--- config.mk ---
export PLATFORM = sky130hd
export DESIGN_NAME = argmax_seq_ctrl_flat
export DESIGN_NICKNAME = d
export VERILOG_FILES = /design/src/rtl/argmax_seq_ctrl_pkg.sv /design/src/rtl/argmax_seq_ctrl_if.sv /design/src/rtl/argmax_seq_ctrl_cmp_step.sv /design/src/rtl/argmax_seq_ctrl.sv /design/src/flat_wrapper.sv
export SDC_FILE = /design/constraint.sdc
export NUM_CORES = 1
export LEC_CHECK = 0
export BUFFER_PORTS_ARGS = -buffer_cell sky130_fd_sc_hd__buf_4
export CAP_MARGIN = 20
export CORE_MARGIN = 2
export CORE_UTILIZATION = 40
export CTS_CLUSTER_SIZE = 20
export DETAILED_ROUTE_END_ITERATION = 10
export PLACE_DENSITY_LB_ADDON = 0.08
export SETUP_SLACK_MARGIN = 0.3
export SLEW_MARGIN = 10
export SYNTH_ARGS = -nofsm -noshare
export SYNTH_HDL_FRONTEND = slang
export SYNTH_SLANG_ARGS = --single-unit
export TNS_END_PERCENT = 50
--- constraint.sdc ---
create_clock -name clk -period 2.5 [get_ports clk]
set_input_delay 0.125 -clock clk [delete_from_list [all_inputs] [get_ports clk]]
set_output_delay 0.125 -clock clk [all_outputs]
set_load 0.01 [all_outputs]
--- src/rtl/argmax_seq_ctrl_pkg.sv ---
// -----------------------------------------------------------------------------
// argmax_pkg
// Shared constants and types for the serial argmax controller.
//   DATA_WIDTH_DEF / NUM_CLASSES_DEF / IDX_W_DEF / CNT_W_DEF : default sizing
//   PREDICT_W : width of the prediction word (index zero-extended)
//   state_e   : controller state encoding (ACCUM = 0, DONE = 1)
// -----------------------------------------------------------------------------
package argmax_pkg;

    localparam int DATA_WIDTH_DEF  = 29;
    localparam int NUM_CLASSES_DEF = 10;
    localparam int IDX_W_DEF       = 4;
    localparam int CNT_W_DEF       = 16;
    localparam int PREDICT_W       = 32;

    typedef enum logic {
        ACCUM = 1'b0,
        DONE  = 1'b1
    } state_e;

endpackage : argmax_pkg

--- src/rtl/argmax_seq_ctrl_if.sv ---
// -----------------------------------------------------------------------------
// argmax_seq_ctrl_if
// Score input stream and prediction output stream of the argmax controller.
//   in_valid / in_ready / in_data / in_last : one signed class score per beat
//   out_valid / out_ready / predict         : held prediction handshake
//   frames_done                             : completed-frame counter
//   frame_err                               : framing error for current predict
// Modports:
//   master : the side producing scores and consuming predictions
//   slave  : the argmax controller
// -----------------------------------------------------------------------------
interface argmax_seq_ctrl_if
    import argmax_pkg::*;
#(
    parameter int DATA_WIDTH = DATA_WIDTH_DEF,
    parameter int CNT_W      = CNT_W_DEF
);

    logic                         in_valid;
    logic                         in_ready;
    logic signed [DATA_WIDTH-1:0] in_data;
    logic                         in_last;
    logic                         out_valid;
    logic                         out_ready;
    logic [PREDICT_W-1:0]         predict;
    logic [CNT_W-1:0]             frames_done;
    logic                         frame_err;

    modport master (
        output in_valid, in_data, in_last, out_ready,
        input  in_ready, out_valid, predict, frames_done, frame_err
    );

    modport slave (
        input  in_valid, in_data, in_last, out_ready,
        output in_ready, out_valid, predict, frames_done, frame_err
    );

endinterface : argmax_seq_ctrl_if

--- src/rtl/argmax_seq_ctrl_cmp_step.sv ---
// -----------------------------------------------------------------------------
// argmax_cmp_step
// One combinational step of the argmax reduction. The same rule is used by the
// parallel comparator tree, so results can be cross-checked bit for bit.
//   cur_max / cur_idx : running maximum and its class index
//   first             : this is the first score of the frame (take it as-is)
//   new_score/new_idx : incoming score and its class index
//   nxt_max / nxt_idx : updated maximum and index (ties go to the new index)
// -----------------------------------------------------------------------------
module argmax_cmp_step
    import argmax_pkg::*;
#(
    parameter int DATA_WIDTH = DATA_WIDTH_DEF,
    parameter int IDX_W      = IDX_W_DEF
) (
    input  logic signed [DATA_WIDTH-1:0] cur_max,
    input  logic        [IDX_W-1:0]      cur_idx,
    input  logic                         first,
    input  logic signed [DATA_WIDTH-1:0] new_score,
    input  logic        [IDX_W-1:0]      new_idx,
    output logic signed [DATA_WIDTH-1:0] nxt_max,
    output logic        [IDX_W-1:0]      nxt_idx
);

    logic take;

    // Signed >= so that equal scores resolve to the later class index.
    assign take    = first || (new_score >= cur_max);
    assign nxt_max = take ? new_score : cur_max;
    assign nxt_idx = take ? new_idx   : cur_idx;

endmodule : argmax_cmp_step

--- src/rtl/argmax_seq_ctrl.sv ---
// -----------------------------------------------------------------------------
// argmax_seq_ctrl
// Serial argmax controller for the classifier output stage. Scores arrive one
// class per beat; a single shared signed compare step tracks the running
// maximum. At frame end the winning index is presented on a held valid/ready
// output; no beats are accepted while a prediction is pending.
// Ports:
//   clk  : rising-edge clock
//   rst  : asynchronous reset, active low (0 = reset)
//   bus  : argmax_seq_ctrl_if.slave (score stream, prediction, counters)
// Optional feature (macro ARGMAX_ERRCHK_EN): in_last framing check. An early
// in_last ends the frame with frame_err=1; a full-count frame without in_last
// also sets frame_err. Without the macro in_last is ignored and frame_err=0.
// -----------------------------------------------------------------------------
module argmax_seq_ctrl
    import argmax_pkg::*;
#(
    parameter int DATA_WIDTH  = DATA_WIDTH_DEF,
    parameter int NUM_CLASSES = NUM_CLASSES_DEF,
    parameter int IDX_W       = IDX_W_DEF,
    parameter int CNT_W       = CNT_W_DEF
) (
    input  logic            clk,
    input  logic            rst,
    argmax_seq_ctrl_if.slave bus
);

    localparam logic [IDX_W-1:0] LAST_IDX = IDX_W'(NUM_CLASSES - 1);

    state_e                       state_q, state_d;
    logic        [IDX_W-1:0]      idx_q, idx_d;
    logic signed [DATA_WIDTH-1:0] max_q, max_d;
    logic        [IDX_W-1:0]      best_q, best_d;
    logic        [IDX_W-1:0]      pred_q, pred_d;
    logic        [CNT_W-1:0]      frames_q, frames_d;
    logic                         err_q, err_d;

    logic                         in_ready_int;
    logic                         beat;
    logic                         last_beat;
    logic signed [DATA_WIDTH-1:0] step_max;
    logic        [IDX_W-1:0]      step_idx;

    argmax_cmp_step #(
        .DATA_WIDTH (DATA_WIDTH),
        .IDX_W      (IDX_W)
    ) u_cmp_step (
        .cur_max   (max_q),
        .cur_idx   (best_q),
        .first     (idx_q == '0),
        .new_score (bus.in_data),
        .new_idx   (idx_q),
        .nxt_max   (step_max),
        .nxt_idx   (step_idx)
    );

    // in_ready is gated by rst so nothing looks acceptable while held in reset.
    assign in_ready_int = rst && (state_q == ACCUM);
    assign beat         = bus.in_valid && in_ready_int;

    always_comb begin
        state_d   = state_q;
        idx_d     = idx_q;
        max_d     = max_q;
        best_d    = best_q;
        pred_d    = pred_q;
        frames_d  = frames_q;
        err_d     = err_q;
        last_beat = 1'b0;

        case (state_q)
            ACCUM: begin
                if (beat) begin
                    max_d  = step_max;
                    best_d = step_idx;
                    idx_d  = idx_q + 1'b1;
`ifdef ARGMAX_ERRCHK_EN
                    last_beat = (idx_q == LAST_IDX) || bus.in_last;
`else
                    last_beat = (idx_q == LAST_IDX);
`endif
                    if (last_beat) begin
                        // Prediction uses the post-update index of this beat.
                        pred_d   = step_idx;
                        frames_d = frames_q + 1'b1;
                        idx_d    = '0;
                        state_d  = DONE;
`ifdef ARGMAX_ERRCHK_EN
                        // Good framing means in_last exactly on the final count.
                        err_d = !((idx_q == LAST_IDX) && bus.in_last);
`endif
                    end
                end
            end
            DONE: begin
                if (bus.out_ready) begin
                    state_d = ACCUM;
                end
            end
        endcase
    end

    always_ff @(posedge clk or negedge rst) begin
        if (!rst) begin
            state_q  <= ACCUM;
            idx_q    <= '0;
            max_q    <= '0;
            best_q   <= '0;
            pred_q   <= '0;
            frames_q <= '0;
            err_q    <= 1'b0;
        end else begin
            state_q  <= state_d;
            idx_q    <= idx_d;
            max_q    <= max_d;
            best_q   <= best_d;
            pred_q   <= pred_d;
            frames_q <= frames_d;
            err_q    <= err_d;
        end
    end

`ifndef ARGMAX_ERRCHK_EN
    // in_last has no function in this build.
    logic unused_in_last;
    assign unused_in_last = bus.in_last;
`endif

    assign bus.in_ready    = in_ready_int;
    assign bus.out_valid   = (state_q == DONE);
    assign bus.predict     = PREDICT_W'(pred_q);
    assign bus.frames_done = frames_q;
    assign bus.frame_err   = err_q;

endmodule : argmax_seq_ctrl

--- src/flat_wrapper.sv ---
// flat-port wrapper written by rule: the top's interface ports become plain ports
module argmax_seq_ctrl_flat import argmax_pkg::*;
#(
    parameter int DATA_WIDTH  = DATA_WIDTH_DEF,
    parameter int NUM_CLASSES = NUM_CLASSES_DEF,
    parameter int IDX_W       = IDX_W_DEF,
    parameter int CNT_W       = CNT_W_DEF
)
  (clk, rst, bus_in_valid, bus_in_data, bus_in_last, bus_out_ready, bus_in_ready, bus_out_valid, bus_predict, bus_frames_done, bus_frame_err);
  argmax_seq_ctrl_if #(.DATA_WIDTH(DATA_WIDTH), .CNT_W(CNT_W)) bus_i ();
  input  logic clk;
  input  logic rst;
  input wire logic [$bits(bus_i.in_valid)-1:0] bus_in_valid;
  input wire logic [$bits(bus_i.in_data)-1:0] bus_in_data;
  input wire logic [$bits(bus_i.in_last)-1:0] bus_in_last;
  input wire logic [$bits(bus_i.out_ready)-1:0] bus_out_ready;
  output wire logic [$bits(bus_i.in_ready)-1:0] bus_in_ready;
  output wire logic [$bits(bus_i.out_valid)-1:0] bus_out_valid;
  output wire logic [$bits(bus_i.predict)-1:0] bus_predict;
  output wire logic [$bits(bus_i.frames_done)-1:0] bus_frames_done;
  output wire logic [$bits(bus_i.frame_err)-1:0] bus_frame_err;
  assign bus_i.in_valid = bus_in_valid;
  assign bus_i.in_data = bus_in_data;
  assign bus_i.in_last = bus_in_last;
  assign bus_i.out_ready = bus_out_ready;
  assign bus_in_ready = bus_i.in_ready;
  assign bus_out_valid = bus_i.out_valid;
  assign bus_predict = bus_i.predict;
  assign bus_frames_done = bus_i.frames_done;
  assign bus_frame_err = bus_i.frame_err;
  argmax_seq_ctrl #(.DATA_WIDTH(DATA_WIDTH), .NUM_CLASSES(NUM_CLASSES), .IDX_W(IDX_W), .CNT_W(CNT_W)) u_core (.clk(clk), .rst(rst), .bus(bus_i));
endmodule
==> results of run 1 <==
-- worst max-delay path, delay by kind of cell (launching register included) --
| kind | cells | cell delay [ps] |
|---|---|---|
| DFF | 1 | 370 |
| buffers and inverters | 2 | 220 |
| muxes | 2 | 640 |
| and+or+nand+nor | 1 | 60 |
| adders and majority gates | 1 | 200 |
| AOI/OAI and AO/OA | 4 | 880 |
-- where the power goes --
group / switching [uW] / internal [uW] / leakage, uW
Sequential: 183 / 1280 / 0.000728
Clock: 383 / 381 / 0.0000851
Combinational: 1220 / 1140 / 0.00126
Total: 1780 / 2800 / 0.00207
-- logic make-up after synthesis --
kind of cell    Yosys count
other cells               1
flops                    58
buf+inv                  75
simple gates             97
compound gates           63
fa+ha+maj                30
mux                       5
xor+xnor                 19
-- metal layers --
metal / track usage (%) / up-vias
met3: 3.24 / 9
li1: - / 1276
met1: 23.6 / 1247
met4: 6.79 / 0
met2: 26.4 / 59
met5: 0 / -
-- state kept, by name (all words and copies together) (netlist names) --
register / flops
u_core.idx_q: 4
u_core.bus.frames_done: 16
u_core.bus.out_valid: 1
u_core.pred_q: 4
u_core.max_q: 29
u_core.best_q: 4
-- through the flow --
stage | hold WS (ps) | instance area, sq um
6_report | 38.8 | 4380
5_1_grt | 31.7 | 4380
4_1_cts | 21.8 | 4170
3_5_place_dp | 313 | 3790
3_3_place_gp | 306 | 3790
2_1_floorplan | -171 | 3470
-- cell type report --
type,instances,area [sq um]
clock buffers,11,141
clock inverters,5,30.0
fillers,762,3790
inverters,34,128
multi-input cells,243,1930
flip-flops and latches,58,1450
well taps,105,131
repair buffers,72,573
-- how the worst min path moves through the flow --
stage,slack [ps],cells after the start,end,start
4_1_cts,20,2,u_core.max_q[0],bus_in_data[0]
2_1_floorplan,-170,0,u_core.best_q[0],rst
6_report,40,2,u_core.max_q[0],bus_in_data[0]
5_1_grt,30,2,u_core.max_q[0],bus_in_data[0]
3_3_place_gp,310,2,u_core.bus.out_valid,bus_out_ready
3_5_place_dp,310,2,u_core.bus.out_valid,bus_out_ready
-- placed cells by master, fill, tap and decap left out, types with 6 or more instances in the layout --
cell type,n
buf_4,65
xnor2_1,11
nand2_1,47
dfrtp_1,58
a21oi_1,8
xor2_1,7
inv_1,26
inv_2,8
ha_1,21
o21ai_0,7
clkbuf_8,10
nand3_1,8
o22ai_2,18
ha_4,8
nand4_1,6
o22ai_1,9
nor2_1,11
conb_1,29
-- timing repair --
item / CTS / global route
resized for setup: 28 / 31
pin swaps: 11 / 8
endpoints found under the hold margin: 24 / 0
gates cloned: 0 / 0
hold buffers: 2 / 0
buffers inserted: 4 / 1
endpoints found under the setup margin: 40 / 41
==> results.py, run 1 <==
metrics = {
    "status": {
        "status": "finished with violations",
        "violations": "negative setup slack",
    },
    "grt": {
        "antenna_found_initial": 0,
        "grt_max_degree": 59,
        "grt_pass1_vias": 2551,
        "grt_usage_pct": 17.1,
        "overflow": 0,
        "grt_pass1_wl_mm": 11.9,
    },
    "timing": {
        "period_share_pct": 100,
        "setup_ws_ps": -0.343,
        "final_max_slew_viol_count": 0,
        "finalSetupViolations": 2,
        "clock.fmax_mhz": 400,
        "fin_skew_ps": 7.06,
        "maxSlewHeadroom_pct": 50.1,
        "rsz0062_at_grt": "yes",
        "setup_tns_ps": -0.400,
        "final.min_clock_period_ps": 2500,
        "hold_viol_final": 0,
        "tightest_slew_ps": 749,
    },
    "worst_setup_path": {
        "start_kind": "flop",
        "cp-end-kind": "flop",
        "path_max_fanout": 7,
        "worstRegToRegCells": 10,
        "worstReg2RegEnd": "u_core.max_q[0]",
        "rrSetupSlack_ps": -0.3,
        "critical-path-slowest-cell": "a221o_1",
        "cp.arrival_ps": 2730,
        "crit_path_start": "u_core.max_q[6]",
        "crit_end": "u_core.max_q[0]",
        "r2r_start": "u_core.max_q[6]",
        "worstPathRequired_ps": 2720,
        "path_cells": "inv_2 -> ha_4 -> a21oi_2 -> o21ai_1 -> a221o_1 -> a211oi_4 -> mux2i_4 -> nor2_4 -> buf_12 -> mux2_4",
        "crit_type": "flop to flop",
        "cpPeakStageDelay_ps": 390,
    },
    "floorplan": {
        "pin_count": 85,
        "die_width_microns": 95.6,
        "initial_utilization_pct": 41.0,
        "fp.dieArea_sq_um": 9130,
        "die_y_microns": 95.6,
        "coreArea_sq_um": 8180,
        "rows": 33,
    },
    "route": {
        "dr.max_layer_used": "met4",
        "drtPass1Iterations": 4,
        "wl_mm": 7.40,
        "num_vias": 2591,
        "vias_per_cell": 4.91,
        "drt_iter0_drc": 60,
        "wl_per_cell_microns": 14.0,
        "dr_wl_met3_microns": 320,
        "drc_errors": 0,
        "met1_length_mm": 3.54,
        "wl_met2_mm": 3.44,
        "ant_nets": 0,
    },
    "logic_synthesis": {
        "yosys.area.top_type": "dfrtp_1",
        "synth_simple_gate_area_share_pct": 14.3,
        "synth_compound_area_share_pct": 12.0,
        "synth_top_area_share_pct": 43.3,
        "synth_top_family_by_area": "simple AND/OR/NAND/NOR gates",
        "ys_types": 47,
        "synth-seq-cells": 58,
        "synth.most_common_cell": "dfrtp_1",
        "synth.avg_cell_area_sq_um": 9.64,
        "synth_area_sq_um": 3350,
        "synth_ff_type": "dfrtp_1",
        "ys_seq_area_share_pct": 43.3,
        "synthTopCellsByCount": "dfrtp_1, nand2_1, inv_1",
        "postSynthCellCount": 348,
        "async_flop_share_pct": 100,
        "synth.area.top_cells": "dfrtp_1, ha_1, buf_4",
        "synth_mux_area_share_pct": 1.64,
        "yosys_warnings": 0,
        "synth_xor_area_share_pct": 4.96,
        "synth_edf_count": 0,
        "synth_fa_ha_area_share_pct": 11.2,
    },
    "final_layout": {
        "n_antenna_cell": 0,
        "finalNonFillerCells": 528,
        "postLayoutCoreUtil_pct": 53.6,
        "layout.nets": 482,
        "area_growth_pct": 30.7,
        "drive_gt1_share_pct": 33.3,
    },
    "clocking": {
        "root_buffer": "clkbuf_8",
        "cts_tree": "built",
        "clkTransAtPathRegs_ps": 70,
        "cts.path.max_buffers": 2,
        "clkSinkCount": 58,
        "insertion_delay_ps": 340,
        "numCtsBuffers": 9,
        "cts_htree_levels": 3,
    },
    "place": {
        "placed_cells": 505,
        "pre_cts_ws_ps": -13.8,
        "hpwl_mm": 5.00,
        "place_congestion": 0.764,
        "place.port_buffers": 54,
    },
    "pwr": {
        "ir_worst_vdd_uv": 572,
        "leakagePower_uw": 0.00207,
        "finalPower_uw": 4580,
        "power.density_nw_per_um2": 1050,
    },
    "flow_run": {
        "cap_violations": 0,
    },
    "hold_path": {
        "hold_class": "input pin to flop",
    },
}
No activity file was read; power rests on OpenSTA's default activity.
==> run 2, diff against run 1 <==
- ABC_AREA: default -> 1
==> run 2 against run 1 <==
Net effect: the run ends with negative hold slack left; critical path depth increased by 4; register-to-register slack improved by 450 ps; final cell count increased by 15%; hold slack got worse by 72 ps; clock skew increased by 2.8 ps; sequential cell count unchanged; combinational power decreased by 26%; final area decreased by 3.3%; core utilization decreased by 4.6 points; first-iteration DRC count increased by 13%; setup slack improved by 450 ps; total power decreased by 8.7%; critical path type unchanged; largest cell class unchanged.
==> results.py, run 2 <==
metrics = {
    "logic_synthesis": {
        "synth.most_common_cell": "nand2_1",
        "synth_top_area_share_pct": 41.1,
        "yosys_warnings": 0,
        "synth_compound_area_share_pct": 3.12,
        "synth_area_sq_um": 3530,
        "synth_mux_area_share_pct": 0,
        "synth_xor_area_share_pct": 4.22,
        "synth-seq-cells": 58,
        "synth_top_family_by_area": "simple AND/OR/NAND/NOR gates",
        "synth_fa_ha_area_share_pct": 10.6,
        "ys_seq_area_share_pct": 41.1,
        "synth.avg_cell_area_sq_um": 8.16,
        "synth.area.top_cells": "dfrtp_1, nand2_1, ha_1",
        "async_flop_share_pct": 100,
        "synthTopCellsByCount": "nand2_1, dfrtp_1, inv_1",
        "synth_simple_gate_area_share_pct": 26.4,
        "yosys.area.top_type": "dfrtp_1",
        "postSynthCellCount": 433,
        "synth_ff_type": "dfrtp_1",
        "synth_edf_count": 0,
        "ys_types": 30,
    },
    "timing": {
        "clock.fmax_mhz": 489,
        "finalSetupViolations": 0,
        "tightest_slew_ps": 769,
        "final.min_clock_period_ps": 2050,
        "hold_viol_final": 15,
        "rsz0062_at_grt": "no",
        "maxSlewHeadroom_pct": 48.7,
        "whs_ps": -33.0,
        "final_max_slew_viol_count": 0,
        "period_share_pct": 81.8,
        "setup_tns_ps": 0,
        "fin_skew_ps": 9.81,
    },
    "status": {
        "status": "finished with violations",
        "violations": "negative hold slack",
    },
    "clocking": {
        "numCtsBuffers": 9,
        "cts_htree_levels": 3,
        "root_buffer": "clkbuf_8",
        "cts.path.max_buffers": 2,
        "cts_tree": "built",
        "clkSinkCount": 58,
        "insertion_delay_ps": 330,
        "clkTransAtPathRegs_ps": 70,
    },
    "worst_setup_path": {
        "worstReg2RegEnd": "u_core.best_q[0]",
        "worstRegToRegCells": 14,
        "cp.arrival_ps": 2260,
        "rrSetupSlack_ps": 450,
        "start_kind": "flop",
        "r2r_start": "u_core.max_q[28]",
        "cp-end-kind": "flop",
        "crit_path_start": "u_core.max_q[28]",
        "worstPathRequired_ps": 2720,
        "path_cells": "inv_1 -> ha_1 -> nand2_2 -> nor2_4 -> nand4_1 -> nor2_1 -> nand2_1 -> nand2_1 -> nand2_2 -> nand3_4 -> nand2_4 -> buf_6 -> nand2_1 -> o21ai_1",
        "crit_path_frequent_cell": "nand2_1",
        "crit_type": "flop to flop",
        "cpPeakStageDelay_ps": 360,
        "path_max_fanout": 15,
        "critical-path-slowest-cell": "ha_1",
    },
    "floorplan": {
        "fp.dieArea_sq_um": 9600,
        "rows": 34,
        "die_width_microns": 98.0,
        "coreArea_sq_um": 8640,
        "initial_utilization_pct": 40.9,
        "pin_count": 85,
        "die_y_microns": 98.0,
    },
    "route": {
        "drtPass1Iterations": 4,
        "vias_per_cell": 4.55,
        "wl_per_cell_microns": 11.8,
        "num_vias": 2768,
        "wl_mm": 7.16,
        "drt_iter0_drc": 68,
        "ant_nets": 0,
        "drc_errors": 0,
    },
    "final_layout": {
        "final_cell_mix": "nand2_1, buf_4, inv_1, dfrtp_1, nand3_1",
        "multi_input_area_sq_um": 1710,
        "seq_area_sq_um": 1450,
        "largest_reg_flops": 29,
        "nFillCells": 880,
        "drive_gt1_share_pct": 19.6,
        "n_antenna_cell": 0,
        "finalNonFillerCells": 609,
        "regMostFlops": "u_core.max_q",
        "layout.nets": 560,
        "layout_commonest_cell": "nand2_1",
        "postLayoutCoreUtil_pct": 49.1,
        "area_growth_pct": 19.9,
    },
    "grt": {
        "grt_pass1_wl_mm": 12.3,
        "grt_max_degree": 59,
        "overflow": 0,
        "grt_usage_pct": 15.8,
        "antenna_found_initial": 0,
        "grt_pass1_vias": 2656,
    },
    "pwr": {
        "leakagePower_uw": 0.00235,
        "power.density_nw_per_um2": 987,
        "ir_worst_vdd_uv": 423,
    },
    "place": {
        "place_congestion": 0.801,
        "placed_cells": 591,
        "hpwl_mm": 5.11,
        "place.port_buffers": 54,
    },
    "hold_path": {
        "hold_class": "input pin to async pin",
    },
    "flow_run": {
        "cap_violations": 0,
    },
}
-- run 2: cell types whose count changed after synthesis, sizes merged, moves of 3 or more --
cell   previous run  this run
o22ai            29         0
nand2            48       133
nand4             6        10
a21oi            10        13
nand3             9        39
inv              34        59
xor2              7        10
mux2              4         0
xnor2            12         7
o21ai            10         6
nor2b             4         0
nor2             13        22
nor3              5         2
-- run 2: power by group --
group	switching (uW)	total [uW]	internal (uW)	leakage, uW
Combinational	1030	1750	721	0.00151
Clock	379	964	585	0.000109
Sequential	200	1460	1270	0.000732
-- run 2: layout make-up --
type	instances	area share (%)
multi-input cells	305	40.3
clock inverters	5	1.83
well taps	108	3.19
flip-flops and latches	58	34.3
clock buffers	11	3.34
inverters	59	5.23
repair buffers	63	11.9
-- run 2: critical path, delay by kind of cell, from the launching register on --
kind | cells | cell delay, ps
compound gates | 1 | 50
fa+ha+maj | 1 | 360
simple gates | 10 | 980
buf+inv | 2 | 210
flops | 1 | 340
-- run 2: metrics by stage --
stage / total power, uW / hold WS (ps) / area, sq um / setup slack [ps]
2_1_floorplan: 2690 / -171 / 3640 / 681
3_3_place_gp: 3120 / 308 / 3950 / 258
3_5_place_dp: 3150 / 311 / 3950 / 231
4_1_cts: 4190 / 2.53 / 4190 / 371
5_1_grt: 4600 / 11.1 / 4240 / 306
6_report: 4180 / -33.0 / 4240 / 455
-- run 2: cells by family after synthesis --
group,after synthesis
AND/OR/NAND/NOR,208
buffers and inverters,98
flip-flops,58
XOR/XNOR,17
other,1
AO/OA/AOI/OAI,21
adder cells (fa/ha/maj),30
-- run 2: how the worst max path moves through the flow --
stage	endpoint	cells after the start	slack [ps]
6_report	u_core.best_q[0]	14	450
5_1_grt	u_core.best_q[0]	14	310
4_1_cts	u_core.best_q[0]	13	370
3_5_place_dp	u_core.pred_q[0]	14	230
3_3_place_gp	u_core.pred_q[0]	14	260
2_1_floorplan	u_core.best_q[1]	12	680
-- run 2: what timing repair did --
item / in CTS / in global routing
setup buffers: 1 / 0
endpoints found under the hold margin: 1 / 0
resized for setup: 1 / 9
hold buffers: 1 / 0
endpoints found under the setup margin: 31 / 34
-- run 2: metal layers --
metal | vias up | global-route usage [%] | wire (microns)
met3 | 6 | 5.08 | 360
met1 | 1285 | 20.1 | 3270
met4 | 0 | 3.85 | 65
met5 | - | 0 | 0
met2 | 50 | 26.1 | 3470
li1 | 1427 | - | -
